`src/rtl/vs_ram_arbiter.sv`:
```
// vs_ram_arbiter: grants one requester exclusive use of the var-states BRAM, then drains its late writes.
// Define VS_ARB_RR_EN for round-robin arbitration; default is fixed priority (index 0 highest).
module vs_ram_arbiter #(
    parameter int NUM_REQ               = 3,
    parameter int ADDR_WIDTH_VAR_STATES = 9,
    parameter int WIDTH_VAR_STATES      = 30,
    parameter int DRAIN_CYC             = 2
) (
    input  logic                                    clk,
    input  logic                                    rst,
    input  logic [NUM_REQ-1:0]                      req_i,
    output logic [NUM_REQ-1:0]                      gnt_o,
    input  logic [NUM_REQ*ADDR_WIDTH_VAR_STATES-1:0] req_raddr_i,
    input  logic [NUM_REQ-1:0]                      req_we_i,
    input  logic [NUM_REQ*ADDR_WIDTH_VAR_STATES-1:0] req_waddr_i,
    input  logic [NUM_REQ*WIDTH_VAR_STATES-1:0]      req_wdata_i,
    output logic [WIDTH_VAR_STATES-1:0]             rdata_o,
    output logic [ADDR_WIDTH_VAR_STATES-1:0]        ram_raddr_o,
    input  logic [WIDTH_VAR_STATES-1:0]             ram_rdata_i,
    output logic                                    ram_we_o,
    output logic [ADDR_WIDTH_VAR_STATES-1:0]        ram_waddr_o,
    output logic [WIDTH_VAR_STATES-1:0]             ram_wdata_o,
    output logic                                    busy_o,
    output logic                                    err_o
);
    localparam int AW = ADDR_WIDTH_VAR_STATES;
    localparam int DW = WIDTH_VAR_STATES;
    localparam int OW = NUM_REQ > 1 ? $clog2(NUM_REQ) : 1;

    typedef enum logic [1:0] {IDLE, GRANT, DRAIN} state_t;

    state_t             state, state_nx;
    logic [OW-1:0]      owner, owner_nx, winner, start;
    logic [3:0]         drain_cnt, drain_nx;
    logic [NUM_REQ-1:0] gnt_nx, own_hot, rot;
    logic [AW-1:0]      raddr_nx, waddr_nx;
    logic [DW-1:0]      wdata_nx;
    logic               we_nx, err_nx, found;
    logic [AW-1:0]      raddr_a [NUM_REQ];
    logic [AW-1:0]      waddr_a [NUM_REQ];
    logic [DW-1:0]      wdata_a [NUM_REQ];

    for (genvar k = 0; k < NUM_REQ; k++) begin : g_slice
        assign raddr_a[k] = req_raddr_i[k*AW +: AW];
        assign waddr_a[k] = req_waddr_i[k*AW +: AW];
        assign wdata_a[k] = req_wdata_i[k*DW +: DW];
    end

`ifdef VS_ARB_RR_EN
    logic [OW-1:0]        last_owner;
    logic [2*NUM_REQ-1:0] dbl;
    // Rotate requests so the search begins just after the previous owner.
    assign start = (int'(last_owner) == NUM_REQ - 1) ? '0 : last_owner + 1'b1;
    assign dbl   = {req_i, req_i} >> start;
    assign rot   = dbl[NUM_REQ-1:0];
    always_ff @(posedge clk or posedge rst) begin
        if (rst) last_owner <= OW'(NUM_REQ - 1);
        else if (state == IDLE && found) last_owner <= winner;
    end
`else
    assign start = '0;
    assign rot   = req_i;
`endif

    assign found   = |rot;
    assign own_hot = NUM_REQ'(1) << owner;
    assign rdata_o = ram_rdata_i;
    assign busy_o  = state != IDLE;

    always_comb begin
        winner = '0;
        for (int i = NUM_REQ - 1; i >= 0; i--)
            if (rot[i]) winner = OW'((int'(start) + i) % NUM_REQ);
    end

    always_comb begin
        state_nx = state;
        owner_nx = owner;
        drain_nx = drain_cnt;
        gnt_nx   = '0;
        raddr_nx = '0;
        we_nx    = 1'b0;
        waddr_nx = '0;
        wdata_nx = '0;
        err_nx   = err_o | (state != IDLE && |(req_we_i & ~own_hot));
        case (state)
            IDLE: if (found) begin
                state_nx = GRANT;
                owner_nx = winner;
                gnt_nx   = NUM_REQ'(1) << winner;
                raddr_nx = raddr_a[winner];
            end
            GRANT: if (req_i[owner]) begin
                gnt_nx   = own_hot;
                raddr_nx = raddr_a[owner];
                we_nx    = req_we_i[owner];
                waddr_nx = waddr_a[owner];
                wdata_nx = wdata_a[owner];
            end else if (DRAIN_CYC == 0) begin
                state_nx = IDLE;
            end else begin
                state_nx = DRAIN;
                drain_nx = 4'(DRAIN_CYC);
                we_nx    = req_we_i[owner];
                waddr_nx = waddr_a[owner];
                wdata_nx = wdata_a[owner];
            end
            DRAIN: if (drain_cnt <= 4'd1) begin
                state_nx = IDLE;
                drain_nx = '0;
            end else begin
                drain_nx = drain_cnt - 4'd1;
                we_nx    = req_we_i[owner];
                waddr_nx = waddr_a[owner];
                wdata_nx = wdata_a[owner];
            end
            default: state_nx = IDLE;
        endcase
    end

    always_ff @(posedge clk or posedge rst) begin
        if (rst) begin
            state       <= IDLE;
            owner       <= '0;
            drain_cnt   <= '0;
            gnt_o       <= '0;
            ram_raddr_o <= '0;
            ram_we_o    <= 1'b0;
            ram_waddr_o <= '0;
            ram_wdata_o <= '0;
            err_o       <= 1'b0;
        end else begin
            state       <= state_nx;
            owner       <= owner_nx;
            drain_cnt   <= drain_nx;
            gnt_o       <= gnt_nx;
            ram_raddr_o <= raddr_nx;
            ram_we_o    <= we_nx;
            ram_waddr_o <= waddr_nx;
            ram_wdata_o <= wdata_nx;
            err_o       <= err_nx;
        end
    end
endmodule

```
`config.mk`:
```
export PLATFORM = sky130hd
export DESIGN_NAME = vs_ram_arbiter
export DESIGN_NICKNAME = d
export VERILOG_FILES = /design/src/rtl/vs_ram_arbiter.sv
export SDC_FILE = /design/constraint.sdc
export NUM_CORES = 1
export LEC_CHECK = 0
export CAP_MARGIN = 0
export CORE_UTILIZATION = 35
export DETAILED_ROUTE_END_ITERATION = 7
export PLACE_DENSITY = 0.86
export SKIP_LAST_GASP = 1
export SLEW_MARGIN = 25
export SYNTH_ARGS = -nofsm -noshare
export SYNTH_HDL_FRONTEND = slang
export SYNTH_SLANG_ARGS = --single-unit
```
`constraint.sdc`:
```
create_clock -name clk -period 2.3 [get_ports clk]
set_input_delay 0.46 -clock clk [delete_from_list [all_inputs] [get_ports clk]]
set_output_delay 0.46 -clock clk [all_outputs]
set_load 0.01 [all_outputs]
```
==> impl_metrics.ini <==
[yosys]
yosysMostFrequentCell = nor2_1
synth_common_cells = nor2_1, dfrtp_1, a21oi_1
ys_seq_elements = 61
synth_top_cell_area_share_pct = 42.4
synth_area_leaders = dfrtp_1, mux2i_1, nor2_1
async_flop_share_pct = 100
synth_cells = 406
synth_edf_count = 0
synthMuxAreaShare_pct = 15.3
synth-simple-area-share_pct = 14.4
synth_top_family_by_area = compound AO/OA/AOI/OAI gates
netlist_area_mm2 = 0.00360
yosysWarnings = 0
synthAdderAreaFrac_pct = 2.09
synth_fp_nets = 594
synth-xor-area-share_pct = 0
yosys_most_used_dff = dfrtp_1
seq_area_frac_synth_pct = 42.4
ys_types = 32
yosys.area.top_type = dfrtp_1
synth_compound_area_share_pct = 15.4
syn_avg_cell_area_um2 = 8.86

[worst_setup_path]
cp_common_cell = inv_1
critPathRequiredTime_ns = 1.84
crit_type = reg -> out
crit_fanout = 7
critPathSlowestCell = clkdlybuf4s50_1
arrival_ns = 1.70
cp-start-kind = flip-flop
slowest_delay_ns = 0.56
critPathCaptureType = output pin
crit_path_cell_trace = inv_1 > ha_4 > inv_1 > clkdlybuf4s50_1

[place]
port_buffers = 205
gp_congestion = 0.851
dpl_cell_area_mm2 = 0.00561
hpwl_mm = 9.23

[route]
route.detailed.drc = 0
routed_wl_mm = 12.2
firstDrtPassIters = 4
viasPerCell = 4.98
route.vias.total = 3569
drt.antenna.violating_nets = 0
routedWlPerCell_um = 17.1
initialDrtViolationCount = 90

[cts]
cts_max_path_buffers = 2
htreeDepth = 3
clk_latency_ns = 0.33
postCtsSetupRepairBufs = 0
cts.sinks = 61
root_buffer = clkbuf_8
numCtsBuffers = 9
clk_pin_slew_ns = 0.07
cts_tree = yes

[run_status]
run_status = complete, no violations

[layout]
n_antenna_cell = 0
final_area_mm2 = 0.00584
utilization_pct = 59.2
multi_input_area_mm2 = 0.00173
syn2layout_area_growth_pct = 62.2
fillers = 824
drive_above_1_share_pct = 7.19
ff_latch_area_mm2 = 0.00153
nets = 767

[power_and_ir_drop]
switching_share_pct = 38.7
finalPower_mw = 6.17
internal_power_mw = 3.78
irDropWorstVdd_uv = 623
power_density_mw_per_mm2 = 1060
p_comb_share_pct = 57.0
p_switching_mw = 2.39
seqPwrFrac_pct = 26.9
leakagePower_nw = 2.43
p_clk_share_pct = 16.2

[sta]
fin_skew_ns = 0.00970
hold_viol_final = 0
slew_viol_final = 0
tightestPinTransition_ns = 0.555
fin_setup_tns_ns = 0
fin_crit_sh_pct = 94.0
finalSetupViolations = 0
rsz0062_at_grt = no
period_needed_ns = 2.16
slew_headroom_pct = 63.0
max_freq_mhz = 463

[grt]
grt_pass1_wl_mm = 17.9
grt_pass1_vias = 3545
grt_use_total_pct = 22.6
grt_max_degree = 62
grt_overflow = 0
antenna_found_initial = 0

[min_path]
hp-class = reg -> reg

[floorplanning]
ios = 266
core_area_mm2 = 0.00986
die_w_um = 103
start_util_pct = 36.5
die_h_um = 103
core.rowCount = 36
die_area_mm2 = 0.0107

[run]
timing.max_cap.violations = 0
-- worst max-delay path, delay by kind of cell (launching register included) --
kind | cells | cell delay, ns
adder cells (fa/ha/maj) | 1 | 0.20
buffers and inverters | 3 | 0.78
flip-flops | 1 | 0.40
-- cell families (layout without fill, tap and decap cells) --
group | count (synthesis) | in the layout
AOI/OAI and AO/OA | 97 | 97
DFF | 61 | 61
buffers and inverters | 65 | 243
adders and majority gates | 6 | 6
and+or+nand+nor | 123 | 123
muxes | 54 | 54
-- cell type report --
class	count	area share, %
clock inverter	5	1.01
tap	133	2.85
multi-input combinational	280	29.6
clock buffer	11	2.59
timing repair buffer	219	37.2
inverter	8	0.514
sequential	61	26.3
-- stage by stage --
stage / hold WS, ns / std cells / setup WS, ns
3_3_place_gp: 0.451 / 701 / 0.237
2_1_floorplan: 0.491 / 406 / 0.327
6_report: 0.472 / 717 / 0.139
3_5_place_dp: 0.463 / 701 / 0.154
5_1_grt: 0.508 / 717 / 0.0342
4_1_cts: 0.481 / 717 / 0.0547
-- path summary, 6_finish.rpt --
check	to	depth (start not counted)	slack, ns	startpoint
worst max-delay path	busy_o	4	0.14	state[0]$_DFFE_PP0P_
worst min register to register	err_o$_DFF_PP0_	1	0.47	err_o$_DFF_PP0_
worst min-delay path	err_o$_DFF_PP0_	1	0.47	err_o$_DFF_PP0_
max in group asynchronous	owner[0]$_DFFE_PP0P_	3	1.49	rst
worst max register to register	drain_cnt[0]$_DFFE_PP0P_	6	0.30	state[1]$_DFFE_PP0P_
min in group asynchronous	ram_wdata_o[21]$_DFF_PP0_	3	0.52	rst
-- routing by layer --
metal,vias up,track usage (%),routed length (µm)
met2,156,40.3,6230
met3,50,6.38,952
met1,1666,23.8,4560
met4,0,12.8,493
met5,-,0,0
li1,1697,-,-
-- sequential cells by signal, indices dropped and copies added (netlist names) --
signal / flops
ram_wdata_o: 30
ram_raddr_o: 9
ram_waddr_o: 9
drain_cnt: 4
gnt_o: 3
owner: 2
state: 2
err_o: 1
ram_we_o: 1
-- placed cells by master, fill, tap and decap left out, types with 2 or more instances in the layout --
master           instances
a21oi_1                 52
a31oi_1                  2
and2_1                   2
buf_4                   13
clkbuf_8                11
clkdlybuf4s50_1        205
clkinvlp_4               2
dfrtp_1                 58
dfrtp_2                  2
ha_1                     5
inv_1                    7
mux2_2                   2
mux2i_1                 50
nand2_1                  5
nand2b_1                 3
nand3b_1                 2
nor2_1                  96
nor2b_1                 11
nor3_1                   2
o211ai_1                 2
o21ai_0                 14
o22ai_1                 18
o2bb2ai_1                2
-- power by group through the flow --
stage	Combinational (mW)	Sequential, mW	Clock [mW]
6_report	3.52	1.66	0.996
5_1_grt	3.84	1.70	1.08
4_1_cts	3.51	1.66	1.03
3_5_place_dp	3.48	1.67	0
3_3_place_gp	3.38	1.66	0
2_1_floorplan	1.78	1.83	0
-- what timing repair did --
action | 4_1_cts | 5_1_grt
endpoints found under the setup margin | 1 | 1
hold buffers | 0 | 0
gates resized for setup | 1 | 2
Note: power is estimated with default switching activity, not from simulation.
